--- config.mk ---
export PLATFORM = sky130hd
export DESIGN_NAME = ni_tx
export DESIGN_NICKNAME = d
export VERILOG_FILES = /design/src/rtl/ni_tx.sv
export SDC_FILE = /design/constraint.sdc
export NUM_CORES = 1
export LEC_CHECK = 0
export CORE_UTILIZATION = 45
export CTS_CLUSTER_DIAMETER = 100
export CTS_CLUSTER_SIZE = 20
export DETAILED_ROUTE_END_ITERATION = 10
export PLACE_DENSITY = 0.88
export SLEW_MARGIN = 20
export SYNTH_ARGS = -nofsm -noshare
export SYNTH_HDL_FRONTEND = slang
export SYNTH_SLANG_ARGS = --single-unit
export TNS_END_PERCENT = 50
--- constraint.sdc ---
create_clock -name clk -period 3.9 [get_ports clk]
set_input_delay 0.585 -clock clk [delete_from_list [all_inputs] [get_ports clk]]
set_output_delay 0.585 -clock clk [all_outputs]
set_load 0.005 [all_outputs]
--- src/rtl/ni_tx.sv ---
// ni_tx: clocked packet source that drives 1-of-4 dual-rail flits (head + payload) into the
// local input port of an asynchronous router using a 4-phase return-to-zero handshake.
module ni_tx #(
    parameter int unsigned VCN = 2,
    parameter int unsigned DW  = 8,
    parameter int unsigned LW  = 4
) (
    input  logic              clk,
    input  logic              rstn,
    input  logic              pkt_req,
    output logic              pkt_ack,
    input  logic [3:0]        pkt_dx,
    input  logic [3:0]        pkt_dy,
    input  logic [VCN-1:0]    pkt_vc,
    input  logic [LW-1:0]     pkt_nb,
    input  logic              pl_valid,
    output logic              pl_ready,
    input  logic [DW-1:0]     pl_data,
    output logic [DW/2-1:0]   do0,
    output logic [DW/2-1:0]   do1,
    output logic [DW/2-1:0]   do2,
    output logic [DW/2-1:0]   do3,
    output logic [2:0]        dot,
    output logic [VCN-1:0]    dovc,
    input  logic              doa,
    output logic              busy
);

    localparam int unsigned NG = DW / 2;

    typedef enum logic [2:0] {
        StIdle,
        StHset,
        StHrtz,
        StPwait,
        StPset,
        StPrtz
    } state_e;

    state_e                 state_q, state_d;
    logic [LW-1:0]          cnt_q, cnt_d;
    logic [VCN-1:0]         vc_q, vc_d;
    logic [3:0][NG-1:0]     rail_q, rail_d;
    logic [2:0]             dot_q, dot_d;
    logic [VCN-1:0]         dovc_q, dovc_d;
    logic                   doa_m_q, doa_s_q;
    logic [1:0]             arm_q;
    logic [DW-1:0]          head_w;

    // Rail k of a word: bit g is set when group g of the word holds value k.
    function automatic logic [NG-1:0] rail_of(input logic [DW-1:0] w, input logic [1:0] k);
        logic [NG-1:0] r;
        for (int g = 0; g < int'(NG); g++) begin
            r[g] = (w[2*g +: 2] == k);
        end
        return r;
    endfunction

    always_comb begin
        head_w      = '0;
        head_w[7:0] = {pkt_dy, pkt_dx};
    end

    always_comb begin
        state_d  = state_q;
        cnt_d    = cnt_q;
        vc_d     = vc_q;
        rail_d   = rail_q;
        dot_d    = dot_q;
        dovc_d   = dovc_q;
        pkt_ack  = 1'b0;
        pl_ready = 1'b0;

        unique case (state_q)
            StIdle: begin
                // arm_q keeps a stale acknowledge from slipping past the freshly reset synchronizer.
                pkt_ack = rstn & pkt_req & ~doa_s_q & arm_q[1];
                if (pkt_ack) begin
                    cnt_d  = pkt_nb;
                    vc_d   = pkt_vc;
                    for (int k = 0; k < 4; k++) begin
                        rail_d[k] = rail_of(head_w, 2'(k));
                    end
                    dot_d   = 3'b001;
                    dovc_d  = pkt_vc;
                    state_d = StHset;
                end
            end
            StHset, StPset: begin
                if (doa_s_q) begin
                    rail_d  = '0;
                    dot_d   = '0;
                    dovc_d  = '0;
                    state_d = (state_q == StHset) ? StHrtz : StPrtz;
                end
            end
            StHrtz: begin
                if (!doa_s_q) begin
                    state_d = StPwait;
                end
            end
            StPwait: begin
                pl_ready = rstn;
                if (pl_valid) begin
                    for (int k = 0; k < 4; k++) begin
                        rail_d[k] = rail_of(pl_data, 2'(k));
                    end
                    dot_d   = (cnt_q == '0) ? 3'b100 : 3'b010;
                    dovc_d  = vc_q;
                    state_d = StPset;
                end
            end
            StPrtz: begin
                if (!doa_s_q) begin
                    if (cnt_q == '0) begin
                        state_d = StIdle;
                    end else begin
                        cnt_d   = cnt_q - LW'(1);
                        state_d = StPwait;
                    end
                end
            end
            default: state_d = StIdle;
        endcase
    end

    always_ff @(posedge clk) begin
        if (!rstn) begin
            state_q <= StIdle;
            cnt_q   <= '0;
            vc_q    <= '0;
            rail_q  <= '0;
            dot_q   <= '0;
            dovc_q  <= '0;
            doa_m_q <= 1'b0;
            doa_s_q <= 1'b0;
            arm_q   <= '0;
        end else begin
            state_q <= state_d;
            cnt_q   <= cnt_d;
            vc_q    <= vc_d;
            rail_q  <= rail_d;
            dot_q   <= dot_d;
            dovc_q  <= dovc_d;
            doa_m_q <= doa;
            doa_s_q <= doa_m_q;
            arm_q   <= {arm_q[0], 1'b1};
        end
    end

    assign do0  = rail_q[0];
    assign do1  = rail_q[1];
    assign do2  = rail_q[2];
    assign do3  = rail_q[3];
    assign dot  = dot_q;
    assign dovc = dovc_q;
    assign busy = rstn & (state_q != StIdle);

endmodule

# After elaboration in Yosys (flattened, before gate mapping)
# Cells that the tools add are included.
[classes] reduce_logical=18 n_mux=27 eq_ne=35 bitwise_logic=5 n_addsub=1
[op_table] operator="$mux 16" count=3
[op_table] operator="$pmux 16 s3" count=1
[op_table] operator="$eq 2x2->1 const B" count=16
[op_table] operator="$mux 3" count=9
[op_table] operator="$eq 2x1->1 const B" count=8
[op_table] operator="$logic_not 2->1" count=8
[op_table] operator="$pmux 3 s5" count=1
[op_table] operator="$mux 4" count=3
[op_table] operator="$ne 2x2->1 const B" count=6
[op_table] operator="$pmux 3 s3" count=1
[op_table] operator="$mux 2" count=4
[op_table] operator="$pmux 4 s2" count=1
[op_table] operator="$reduce_and 4->1" count=2
[op_table] operator="$eq 3x2->1 const B" count=2
[op_table] operator="$eq 3x3->1 const B" count=2
[op_table] operator="$pmux 2 s3" count=1
[op_table] operator="$reduce_bool 3->1" count=2
[op_table] operator="$reduce_and 5->1" count=1
[op_table] operator="$and 1x1->1" count=4
[op_table] operator="$logic_not 4->1" count=1
[op_table] operator="$sub 4x1->4 const B" count=1
[op_table] operator="$eq 3x1->1 const B" count=1
[op_table] operator="$logic_not 3->1" count=1
[op_table] operator="$mux 1" count=3
[op_table] operator="4 further kinds" count=4
[word_totals] inputBits=27 ff_bits=34

# Longest topological paths before layout
[logic_depth] word_depth=5 ltp_mapped=7 mapped_depth_nobuf=6

# Worst setup path after synthesis
# Ideal clock, no wire load.
[synth_timing] path_kind="input port to output port" from="input rstn" to="output pkt_ack" path_stages=4 required_ns=3.315 slack_ns=2.014 t_arrival_ns=1.301 path_cell_list="clkbuf_1 -> and3_1 -> and2_1 -> buf_6"
[synth_via] elab_chain_len=4
[synth_rtl] item="start: declaration" line_no="9" rtl="input logic rstn,"
[synth_rtl] item="$and 1x1->1 (3 in series)" line_no="77" rtl="pkt_ack = rstn & pkt_req & ~doa_s_q & arm_q[1];"
[synth_rtl] item="$mux 1" line_no="74" rtl="unique case (state_q)"
[synth_rtl] item="end: declaration" line_no="11" rtl="output logic pkt_ack,"
# Every way passes these cells.

# Worst setup path in the final report
[layout_timing] from="input rstn" to="output pl_ready"
[layout_via] elab_chain_len=1
[layout_rtl] item="$mux 1" line_no="74"
[layout_rtl] item="end: declaration" line_no="17" rtl="output logic pl_ready,"
# Every way passes these cells.

==> reports/metrics.cfg <==
[outcome]
outcome = complete, no violations

[synth]
postSynthCellCount = 215
yosysSeqAreaShare_pct = 37.0
ys_seq_elements = 34
syn_avg_cell_area_um2 = 8.56
synth_nets = 243
yosysMostFrequentCell = nand2_1
synth_common_cells = nand2_1, dfxtp_1, mux2i_1
yosys_warnings = 0
synth.distinct_cells = 43
synth_top_area_share_pct = 37.0
synth_ff_type = dfxtp_1
syn_area_mm2 = 0.00184
synth_area_leaders = dfxtp_1, mux2i_1, nand2_1, a32o_1, nor3b_1
synthArstFlopShare_pct = 0
synth_enable_flop_cells = 0
yosys.area.top_type = dfxtp_1

[clocking]
clkLatencyLatePin_ps = 280
post_cts_buffers = 0
cts.repair.resized = 0
cts_hold_buf = 0
cts_made_buffers = 5
cts_tree = yes
path_clk_slew_ps = 60
root_buffer = clkbuf_8
clock-sinks = 34
clock_path_buffers = 2
cts-htree-levels = 2

[drt]
drc_errors = 0
drt_iter0_markers = 87
ant_nets = 0
firstDrtPassIters = 4
wirelength_mm = 4.28
wl_met3_um = 218
wl_met2_mm = 2.00
via_per_inst = 5.50
wl_met1_mm = 1.97
drt-wirelength-per-cell_um = 14.0
route.vias.total = 1676
highest_layer = met4

[power_and_ir_drop]
p_int_mw = 0.531
switching_power_mw = 0.161
powerDensity_mw_per_mm2 = 288
combPwrFrac_pct = 13.1
ir_worst_vdd_mv = 0.207
power.share.clock_pct = 34.4
p_total_mw = 0.692
p_leak_nw = 0.916
swShare_pct = 23.3
pwr-share-seq_pct = 52.6

[timing]
fmax_mhz = 327
setup_viol = 0
finalMaxSlewViolations = 0
hold_violations = 0
relSlewSlack_pct = 55.9
fin_crit_ps = 3060
setup_tns_ps = 0
rsz0062_at_grt = no
fin_crit_sh_pct = 78.4
skew_ps = 4.65
worst_slew_pin_slew_ps = 661

[worst_setup_path]
crit_top_cell = clkdlybuf4s50_1
worstSetupEndpointType = primary output
critical-path-top-delay-family = buffers and inverters
start_kind = input port
slowest_stage = clkdlybuf4s50_1
crit_path_max_incr_delay_ps = 520
crit_fanout = 35
crit_chain = clkdlybuf4s50_1, buf_4, clkinv_1, nor2_1, clkdlybuf4s50_1
worst_ep_arrival_time_ps = 2470
crit_buf_inv = 4
critical_path_class = in -> out
critPathRequiredTime_ps = 3310

[job]
max_cap_viol_count = 0

[grt]
grt_pass1_vias = 1562
overflow = 0
grt_max_degree = 36
track_usage_pct = 21.7
antenna_found_initial = 0
grt_pass1_wl_mm = 7.10

[final_layout]
nets = 285
antenna_cells = 0
area_delta_synth_final_pct = 30.6
fillerInstances = 319
final_layout_size_suffix_gt1_share_pct = 5.06

[worst_hold_path]
hold_class = reg -> reg

[floorplanning]
die_h_um = 66.0
rows = 22
start_util_pct = 48.5
ios = 51
die_w_um = 66.0
coreArea_mm2 = 0.00380
die_area_mm2 = 0.00435

[placement]
io_buffers = 50
dp_hpwl_mm = 3.07
gp_congestion = 0.835

-- final timing paths --
kind	slack, ps	cells past startpoint	start	to
max	840	5	rstn	pl_ready
min	440	1	arm_q[0]	arm_q[1]
max reg2reg	1850	4	state_q[0]	do1[3]
min reg2reg	440	1	arm_q[0]	arm_q[1]
-- kinds of logic (layout without fill, tap and decap cells) --
family	after synthesis	in the layout	synth area share, %
AND/OR/NAND/NOR	91	91	27.4
buffers and inverters	20	62	5.44
multiplexers	17	17	9.25
AO/OA/AOI/OAI	51	51	19.8
flip-flops	34	34	37.0
XOR/XNOR	1	1	0.476
adder cells (fa/ha/maj)	1	1	0.680
-- routing by layer --
layer | GRT usage, % | vias up
li1 | - | 867
met1 | 27.7 | 751
met2 | 33.0 | 46
met3 | 6.72 | 12
met4 | 10.1 | 0
met5 | 0 | -
-- power by group through the flow --
stage | registers [mW] | clock network (mW) | logic, mW
detailed placement | 0.371 | 0 | 0.0898
global route | 0.364 | 0.262 | 0.0992
floorplan | 0.367 | 0 | 0.0452
global placement | 0.371 | 0 | 0.0879
CTS | 0.363 | 0.245 | 0.0904
finish | 0.364 | 0.238 | 0.0906
-- flip-flops by register name (all words and copies together) (netlist names) --
signal / count
cnt_q: 4
do0: 4
do1: 4
do2: 4
do3: 4
dot: 3
state_q: 3
arm_q: 2
dovc: 2
vc_q: 2
doa_m_q: 1
doa_s_q: 1
-- through the flow --
| stage | cells | util [%] | setup slack, ps | instance area [µm²] | hold WS [ps] |
|---|---|---|---|---|---|
| 2_1_floorplan | 215 | - | 2010 | 1840 | 412 |
| 3_3_place_gp | 298 | 61.3 | 860 | 2330 | 414 |
| 3_5_place_dp | 298 | 61.3 | 874 | 2330 | 428 |
| 4_1_cts | 305 | 63.3 | 851 | 2400 | 447 |
| 5_1_grt | 305 | 63.3 | 755 | 2400 | 484 |
| 6_report | 305 | 63.3 | 842 | 2400 | 442 |
-- area by class of cell --
class,count,area [µm²],share of cell area [%]
Clock buffer,7,76.3,3.18
Inverter,3,11.3,0.469
Multi-Input combinational cell,161,1060,44.1
Sequential cell,34,681,28.3
Tap cell,48,60.1,2.50
Timing Repair Buffer,52,515,21.4
-- layout by cell type (no fill, tap or decap), types with 2 or more instances in the layout --
cell type        instances
a211oi_1                 2
a21o_1                   2
a21oi_1                 11
a32o_1                   8
a32oi_1                  2
and2_1                   4
and3b_1                  2
buf_4                    2
clkbuf_1                 2
clkbuf_8                 5
clkdlybuf4s50_1         50
dfxtp_1                 34
inv_1                    2
mux2i_1                 17
nand2_1                 36
nand2b_1                 4
nand3_1                  2
nand3b_1                 4
nor2_1                   8
nor2b_1                  3
nor3_1                   6
nor3b_1                 10
nor4_1                   5
o21ai_0                 15
o311a_1                  2
or3b_2                   2
No activity file was read; power rests on OpenSTA's default activity.
